`config.mk`:
```
export PLATFORM = sky130hd
export DESIGN_NAME = im_boot_loader
export DESIGN_NICKNAME = d
export VERILOG_FILES = /design/src/rtl/im_boot_loader.sv
export SDC_FILE = /design/constraint.sdc
export NUM_CORES = 1
export LEC_CHECK = 0
export ABC_AREA = 1
export CORE_ASPECT_RATIO = 1.5
export CORE_MARGIN = 2
export CORE_UTILIZATION = 49
export DETAILED_ROUTE_END_ITERATION = 16
export GPL_TIMING_DRIVEN = 0
export HOLD_SLACK_MARGIN = 0.03
export PLACE_DENSITY = 0.76
export SETUP_SLACK_MARGIN = 0.4
export SYNTH_ARGS = -nofsm -noshare
export SYNTH_HDL_FRONTEND = slang
export SYNTH_SLANG_ARGS = --single-unit
```
`constraint.sdc`:
```
create_clock -name clk -period 1.8 [get_ports clk]
set_clock_uncertainty 0.2 [all_clocks]
set_input_delay 0.27 -clock clk [delete_from_list [all_inputs] [get_ports clk]]
set_output_delay 0.27 -clock clk [all_outputs]
set_load 0.005 [all_outputs]
```
`src/rtl/im_boot_loader.sv`:
```
// rtl/im_boot_loader.sv - byte-stream loader for the core's instruction memory
// Holds the core in reset until a counted, checksummed load has been written to IM.
module im_boot_loader #(
    parameter int ADDR_W = 8
) (
    input  logic              clk,
    input  logic              rst,
    input  logic              restart,
    input  logic              in_valid,
    input  logic [7:0]        in_data,
    output logic              in_ready,
    output logic              im_we,
    output logic [ADDR_W-1:0] im_addr,
    output logic [31:0]       im_wdata,
    output logic              cpu_rst,
    output logic              done,
    output logic              err,
    output logic [ADDR_W:0]   words_loaded
);

    typedef enum logic [2:0] {
        S_CNT_HI,
        S_CNT_LO,
        S_DATA,
        S_CSUM,
        S_DONE,
        S_ERR
    } state_t;

    localparam logic [16:0]     CAP = 17'd1 << ADDR_W;
    localparam logic [ADDR_W:0] ONE = {{ADDR_W{1'b0}}, 1'b1};

    state_t            r_state;
    logic [7:0]        r_cnt_hi;
    logic [ADDR_W:0]   r_cnt;
    logic [ADDR_W:0]   r_word_idx;
    logic [1:0]        r_byte_idx;
    logic [23:0]       r_shift;
    logic [7:0]        r_csum;
    logic              r_in_ready;
    logic              r_im_we;
    logic [ADDR_W-1:0] r_im_addr;
    logic [31:0]       r_im_wdata;
    logic              r_cpu_rst;
    logic              r_done;
    logic              r_err;
    logic [ADDR_W:0]   r_words_loaded;

    logic              w_accept;
    logic [15:0]       w_full_cnt;
    logic              w_last_word;

    assign w_accept    = in_valid & r_in_ready;
    assign w_full_cnt  = {r_cnt_hi, in_data};
    assign w_last_word = (r_word_idx == (r_cnt - ONE));

    always_ff @(posedge clk) begin
        if (!rst) begin
            r_state        <= S_CNT_HI;
            r_cnt_hi       <= '0;
            r_cnt          <= '0;
            r_word_idx     <= '0;
            r_byte_idx     <= '0;
            r_shift        <= '0;
            r_csum         <= '0;
            r_in_ready     <= 1'b0;
            r_im_we        <= 1'b0;
            r_im_addr      <= '0;
            r_im_wdata     <= '0;
            r_cpu_rst      <= 1'b0;
            r_done         <= 1'b0;
            r_err          <= 1'b0;
            r_words_loaded <= '0;
        end else begin
            r_im_we    <= 1'b0;
            r_in_ready <= (r_state != S_DONE) && (r_state != S_ERR);
            if (restart) begin
                // Any byte offered alongside restart is dropped on purpose.
                r_state        <= S_CNT_HI;
                r_done         <= 1'b0;
                r_err          <= 1'b0;
                r_cpu_rst      <= 1'b0;
                r_words_loaded <= '0;
                r_in_ready     <= 1'b1;
            end else begin
                case (r_state)
                    S_CNT_HI: begin
                        if (w_accept) begin
                            r_cnt_hi <= in_data;
                            r_state  <= S_CNT_LO;
                        end
                    end
                    S_CNT_LO: begin
                        if (w_accept) begin
                            r_word_idx <= '0;
                            r_byte_idx <= '0;
                            r_csum     <= '0;
                            if ({1'b0, w_full_cnt} > CAP) begin
                                r_state    <= S_ERR;
                                r_err      <= 1'b1;
                                r_in_ready <= 1'b0;
                            end else if (w_full_cnt == 16'd0) begin
                                r_state <= S_CSUM;
                            end else begin
                                r_cnt   <= w_full_cnt[ADDR_W:0];
                                r_state <= S_DATA;
                            end
                        end
                    end
                    S_DATA: begin
                        if (w_accept) begin
                            r_csum     <= r_csum ^ in_data;
                            r_shift    <= {r_shift[15:0], in_data};
                            r_byte_idx <= r_byte_idx + 2'd1;
                            if (r_byte_idx == 2'd3) begin
                                r_im_we        <= 1'b1;
                                r_im_addr      <= r_word_idx[ADDR_W-1:0];
                                r_im_wdata     <= {r_shift, in_data};
                                r_word_idx     <= r_word_idx + ONE;
                                r_words_loaded <= r_words_loaded + ONE;
                                if (w_last_word) begin
                                    r_state <= S_CSUM;
                                end
                            end
                        end
                    end
                    S_CSUM: begin
                        if (w_accept) begin
                            r_in_ready <= 1'b0;
                            if (in_data == r_csum) begin
                                r_state   <= S_DONE;
                                r_done    <= 1'b1;
                                r_cpu_rst <= 1'b1;
                            end else begin
                                r_state <= S_ERR;
                                r_err   <= 1'b1;
                            end
                        end
                    end
                    default: begin
                    end
                endcase
            end
        end
    end

    assign in_ready     = r_in_ready;
    assign im_we        = r_im_we;
    assign im_addr      = r_im_addr;
    assign im_wdata     = r_im_wdata;
    assign cpu_rst      = r_cpu_rst;
    assign done         = r_done;
    assign err          = r_err;
    assign words_loaded = r_words_loaded;

endmodule

```
## Yosys cells after proc, flatten, opt, wreduce, memory -nomap -nowiden

Cells that the tools add are included.

- Flip-flop bits (word level): 116
- Bits of input ports: 12
- Output and inout bits: 54

- $add $sub $neg: 4
- Order comparisons: 1
- Eq/ne operators: 16
- Muxes and demuxes: 31
- Bitwise logic cells: 8
- Reduce and logical (&&, ||, !) cells: 18

Operators with widths:

| cell | count |
|---|---|
| 2-to-1 mux 9 bit | 3 |
| 2-to-1 mux 3 bit | 7 |
| adder 9 x 1 -> 9 bit, second input constant | 2 |
| one-hot mux 9 bit (2 select lines) | 1 |
| greater-than comparator 16 x 9 -> 1 bit, second input constant | 1 |
| logical NOT 16 bit | 1 |
| 2-to-1 mux 8 bit | 2 |
| inequality test 2 bit, second input constant | 8 |
| one-hot mux 8 bit (2 select lines) | 1 |
| AND reduction 5 bit | 3 |
| one-hot mux 3 bit (4 select lines) | 1 |
| AND reduction 3 bit | 4 |
| 2-to-1 mux 1 bit | 11 |
| equality test 9 bit | 1 |
| subtractor 9 x 1 -> 9 bit, second input constant | 1 |
| equality test 8 bit | 1 |
| AND reduction 4 bit | 2 |
| bitwise XOR 8 bit | 1 |
| AND reduction 7 bit | 1 |
| equality test 3 x 2 -> 1 bit, second input constant | 2 |
| inequality test 3 bit, second input constant | 2 |
| NOT 1 bit | 6 |
| 2-to-1 mux 2 bit | 2 |
| one-hot mux 1 bit (2 select lines) | 2 |
| other kinds (11) | 12 |

## Longest topological paths before layout

- Depth in word-level cells: 6
- Depth in mapped cells: 14
- Depth with buffers taken out: 14

## Worst setup path after synthesis

No wires, ideal clock.

- Path kind: register to register
- Start point: reg r_state[1]
- End point: reg r_words_loaded[8] (netlist: words_loaded[8])
- Arrival: 1.433 ns
- Setup slack: 0.049 ns
- Cell stages (with the launch flop): 11
- Path buffers: 0
- Clock period less this slack: 1.751 ns
- Cell sequence: dfxtp_1 inv_2 nor3_4 nand3_2 inv_2 nand2_2 nor2_4 nand3_1 nor2_1 xnor2_1 nor2_1

- Longest elaborated chain between the ends: 2

RTL lines:

| element | RTL line | source |
|---|---|---|
| start: declaration | 33 | `state_t r_state;` |
| start signal: assignment | 59 | `r_state <= S_CNT_HI;` |
| start signal: assignment | 79 | `r_state <= S_CNT_HI;` |
| start signal: assignment | 90 | `r_state <= S_CNT_LO;` |
| equality test 3 x 2 -> 1 bit | 86 | `case (r_state)` |
| AND reduction 3 bit (no line) | -- |  |
| end signal: assignment | 120 | `r_words_loaded <= r_words_loaded + ONE;` |
| end: declaration | 47 | `logic [ADDR_W:0] r_words_loaded;` |

No other way between the ends.
A chain may end at the register's enable or synchronous reset.

## Final worst setup path

- Start point: in in_data[3]
- End point: reg r_cnt[8]

- Longest elaborated chain between the ends: 3
- Elaborated cells on any way between the ends: 5
- Classes of those cells: order compare: 1; bitwise: 2; reduce/logical: 2

RTL lines:

| element | RTL line | source |
|---|---|---|
| start: declaration | 10 | `input logic [7:0] in_data,` |
| greater-than comparator 16 x 9 -> 1 bit or logical NOT 16 bit (tied branches) | 98, 102 |  |
| NOT 1 bit (no line) | -- |  |
| AND reduction 5 bit (no line) * | -- |  |
| end signal: assignment | 105 | `r_cnt <= w_full_cnt[ADDR_W:0];` |
| end: declaration | 35 | `logic [ADDR_W:0] r_cnt;` |

Mark *: on every way between the ends. The rest lies on a longest branch, timed or not.

==> summary.txt <==
Net Switching -> 1.625 mW
Vias per cell -> 6.211
Starting Density -> 0.5058
Synth Area in XOR/XNOR -> 0.03348
Syn-to-layout area delta -> 69.23%
Synth cell types -> 34
Routed len/inst -> 22.55 um
Site Rows -> 43
Post-synthesis sequential area ratio -> 0.4932
RSZ-0062 raised after global routing -> yes
Grt met1 use -> 0.2999
Setup-failing EPs final -> 85
Worst min-delay path class -> primary input to flip-flop
Critical path endpoint category -> flip-flop
Yosys warns -> 0
Antenna Cells -> 0
Hold_sp -> in_data[1]
#FFs+latches synth -> 116
Tmin final -> 2109 ps
Gr ovfl total -> 0
Worst slew pin tran -> 865.8 ps
Comb power frac -> 0.065
Syn Nets -> 627
Worst EP arrival -> 2240 ps
Period utilisation layout -> 1.172
Internal reg-to-reg setup slack -> -290 ps
Initial antenna violation count -> 0
Final ANT Viol Nets -> 0
GRT met2 Usage -> 0.5332
Routed WL -> 20,120 um
Power per standard cell area -> 842.1 mW/mm2
Total GRT Usage -> 0.2936
Clock Power Share -> 0.547
Int Power -> 5.084 mW
Outcome -> finished with violations
Clk slew on worst S/H paths -> 60 ps
Syn avg cell area -> 7.706 um2
Rel. slew slack -> 0.4228
Post-route insts no fill -> 892
Worst Hold End -> r_cnt_hi[1]
Remaining routing DRC violations -> 0
Final-layout fill cell count -> 382
Post-synth top area share -> 0.4932
WHS Path Cells -> 3
Final Hold Viols -> 0
IO Count -> 66
R2R cell count -> 9
GR Util met3 -> 0.06958
H-Tree Depth -> 4
PortBufs -> 65
DR vias -> 5,540
Final Hold Slack -> 32.29 ps
Worst ir drop on vdd -> 0.8242 mV
Failing checks -> negative setup slack
Clock root buffer -> clkbuf_16
Global-route wire length before repair -> 23,740 um
Seq pwr share -> 0.389
Total CTS buffers -> 17
Top post-synthesis cells by area -> dfxtp_1 (49%), o21ai_0 (8.6%), nor2_1 (5.8%), nand2_1 (5.7%), a21oi_1 (5.4%)
Pre-CTS WS -> -991.0 ps
RD Place Congestion -> 0.8752
Grt peak-use layer -> met2
Core Area -> 0.009308 mm2
Largest family of logic cells by synthesized area -> simple AND/OR/NAND/NOR gates
Final setup margin -> -309.3 ps
Startpoint types -> primary input
Final #Nets -> 783
Vias in the first global route -> 4,997
CTS Sinks -> 116
Static Leak -> 3.746 nW
Max-Cap Viols -> 0
Starting DRT DRC Count -> 475
First-pass DRT Iterations -> 6
Post-Syn Instances -> 611
Worst R2R Start -> r_cnt_hi[0]
Pwr Total -> 6.709 mW
Max Slew Vio Count -> 0
Synth area leader -> dfxtp_1
Clk_lat worst skew -> 430 ps
Post-synthesis adder-cell area fraction -> 0.01063
Pin count of the biggest net entering global routing -> 17
Die Ht -> 124.1 um
Switching Fraction -> 0.2422
Reg-to-reg critical path endpoint -> r_cnt[8]
Die W -> 84.04 um
Post-Synth Simple-Gate Area -> 0.2184
Compound-Gate Fraction of Synth Area -> 0.1685
Achievable Freq -> 474.1 MHz
Layout cells sized above 1 -> 0.5000
WP data required -> 1930 ps
Area of the mapped netlist -> 0.004708 mm2
Cells after DPL -> 788
CTS tree -> yes
Clk buf depth -> 2
Critical path type -> primary input to flip-flop
Setup TNS -> -7498 ps
HPWL after detailed placement -> 8873 um
Post-synthesis mux area share -> 0
Die ar. -> 0.01043 mm2
CP Max Fanout -> 4
[worst max-delay path, stage by stage]
cell             delay (ps)
clkdlybuf4s15_1         350
inv_2                   170
nand4_1                 200
nor2_2                  190
nand2_2                  80
nand2_4                  90
nand2_4                  80
nor3_4                  210
buf_6                   160
buf_16                  120
o21ai_2                  70
nor2_1                  260
[cell usage in the layout, fill, tap and decap left out, drive strengths merged]
cell,n
bufinv,4
nor3b,3
nand3,44
or2,2
clkinv,8
nor3,18
xnor2,7
clkbuf,40
nand3b,1
o21a,2
dfxtp,116
a211oi,9
dlymetal6s2s,30
nand4,5
inv,67
a31oi,4
clkdlybuf4s15,6
o21ai,86
nand2,73
and3,1
dlygate4sd2,3
nor4,2
nor2,79
a21oi,51
ha,4
clkinvlp,1
xor2,11
buf,103
[sequential cells by signal (all words and copies together), names as in the netlist]
| signal | count |
|---|---|
| r_shift | 24 |
| r_cnt | 9 |
| r_csum | 8 |
| r_state | 3 |
| im_we | 1 |
| err | 1 |
| im_addr | 8 |
| r_cnt_hi | 8 |
| im_wdata | 32 |
| words_loaded | 9 |
| in_ready | 1 |
| r_byte_idx | 2 |
| r_word_idx | 9 |
| done | 1 |
[cell families after synthesis]
family | Yosys count
AOI/OAI and AO/OA | 152
and+or+nand+nor | 228
adders and majority gates | 4
DFF | 116
buffers and inverters | 93
xor gates and xnor gates | 18
[power groups by stage]
stage	clock network [mW]	registers, mW	logic, mW
4_1_cts	3.55	2.60	0.301
5_1_grt	3.75	2.61	0.447
6_report	3.67	2.61	0.434
3_5_place_dp	0	2.66	0.234
2_1_floorplan	0	2.65	0.142
3_3_place_gp	0	2.65	0.229
[cells in the mapped netlist (all sizes together)]
cell type,number
dfxtp,116
o21ai,86
nor2,79
nand2,73
inv,66
a21oi,51
nand3,44
clkbuf,20
nor3,18
xor2,11
a211oi,9
xnor2,7
buf,6
nand4,5
a31oi,4
ha,4
nor3b,3
nor4,2
o21a,2
or2,2
and3,1
clkinv,1
nand3b,1
[worst max path at each step]
stage,endpoint,slack [ps],startpoint,cells after the start
6_report,r_cnt[8],-310,in_data[3],12
5_1_grt,r_cnt[8],-390,r_cnt_hi[0],9
4_1_cts,r_state[2],20,r_state[1],13
3_5_place_dp,im_wdata[12],-990,rst,8
3_3_place_gp,im_wdata[14],-950,rst,8
2_1_floorplan,r_word_idx[8],120,r_state[2],9
[through the flow]
| stage | instance area, um2 | util |
|---|---|---|
| after floorplan | 4825 | - |
| after global placement | 5615 | 0.6033 |
| after detailed placement | 5615 | 0.6033 |
| after CTS | 6953 | 0.7470 |
| after global routing | 7968 | 0.8560 |
| final | 7968 | 0.8560 |
[cell type report]
cell class,count,area [um2],area share
timing repair buffer,137,1364,0.1712
clock buffer,19,442.9,0.05559
multi-input combinational,402,2915,0.3659
inverter,67,300.3,0.03769
buffer,26,240.2,0.03015
sequential,116,2385,0.2993
tap,112,140.1,0.01759
clock inverter,13,180.2,0.02261
[layer usage]
metal  vias up  routed length (um)
li1       2344                   -
met1      2642                6879
met2       418               10110
met3       136                1678
met4         0                1452
met5         -                   0
[what timing repair did]
action / in CTS / in global routing
hold buffers: 0 / 0
cloned: 5 / 4
resized for setup: 281 / 255
endpoints found under the setup margin: 170 / 148
setup buffers: 40 / 23
pin swaps: 33 / 53
Power figures use the tool's default switching activity.
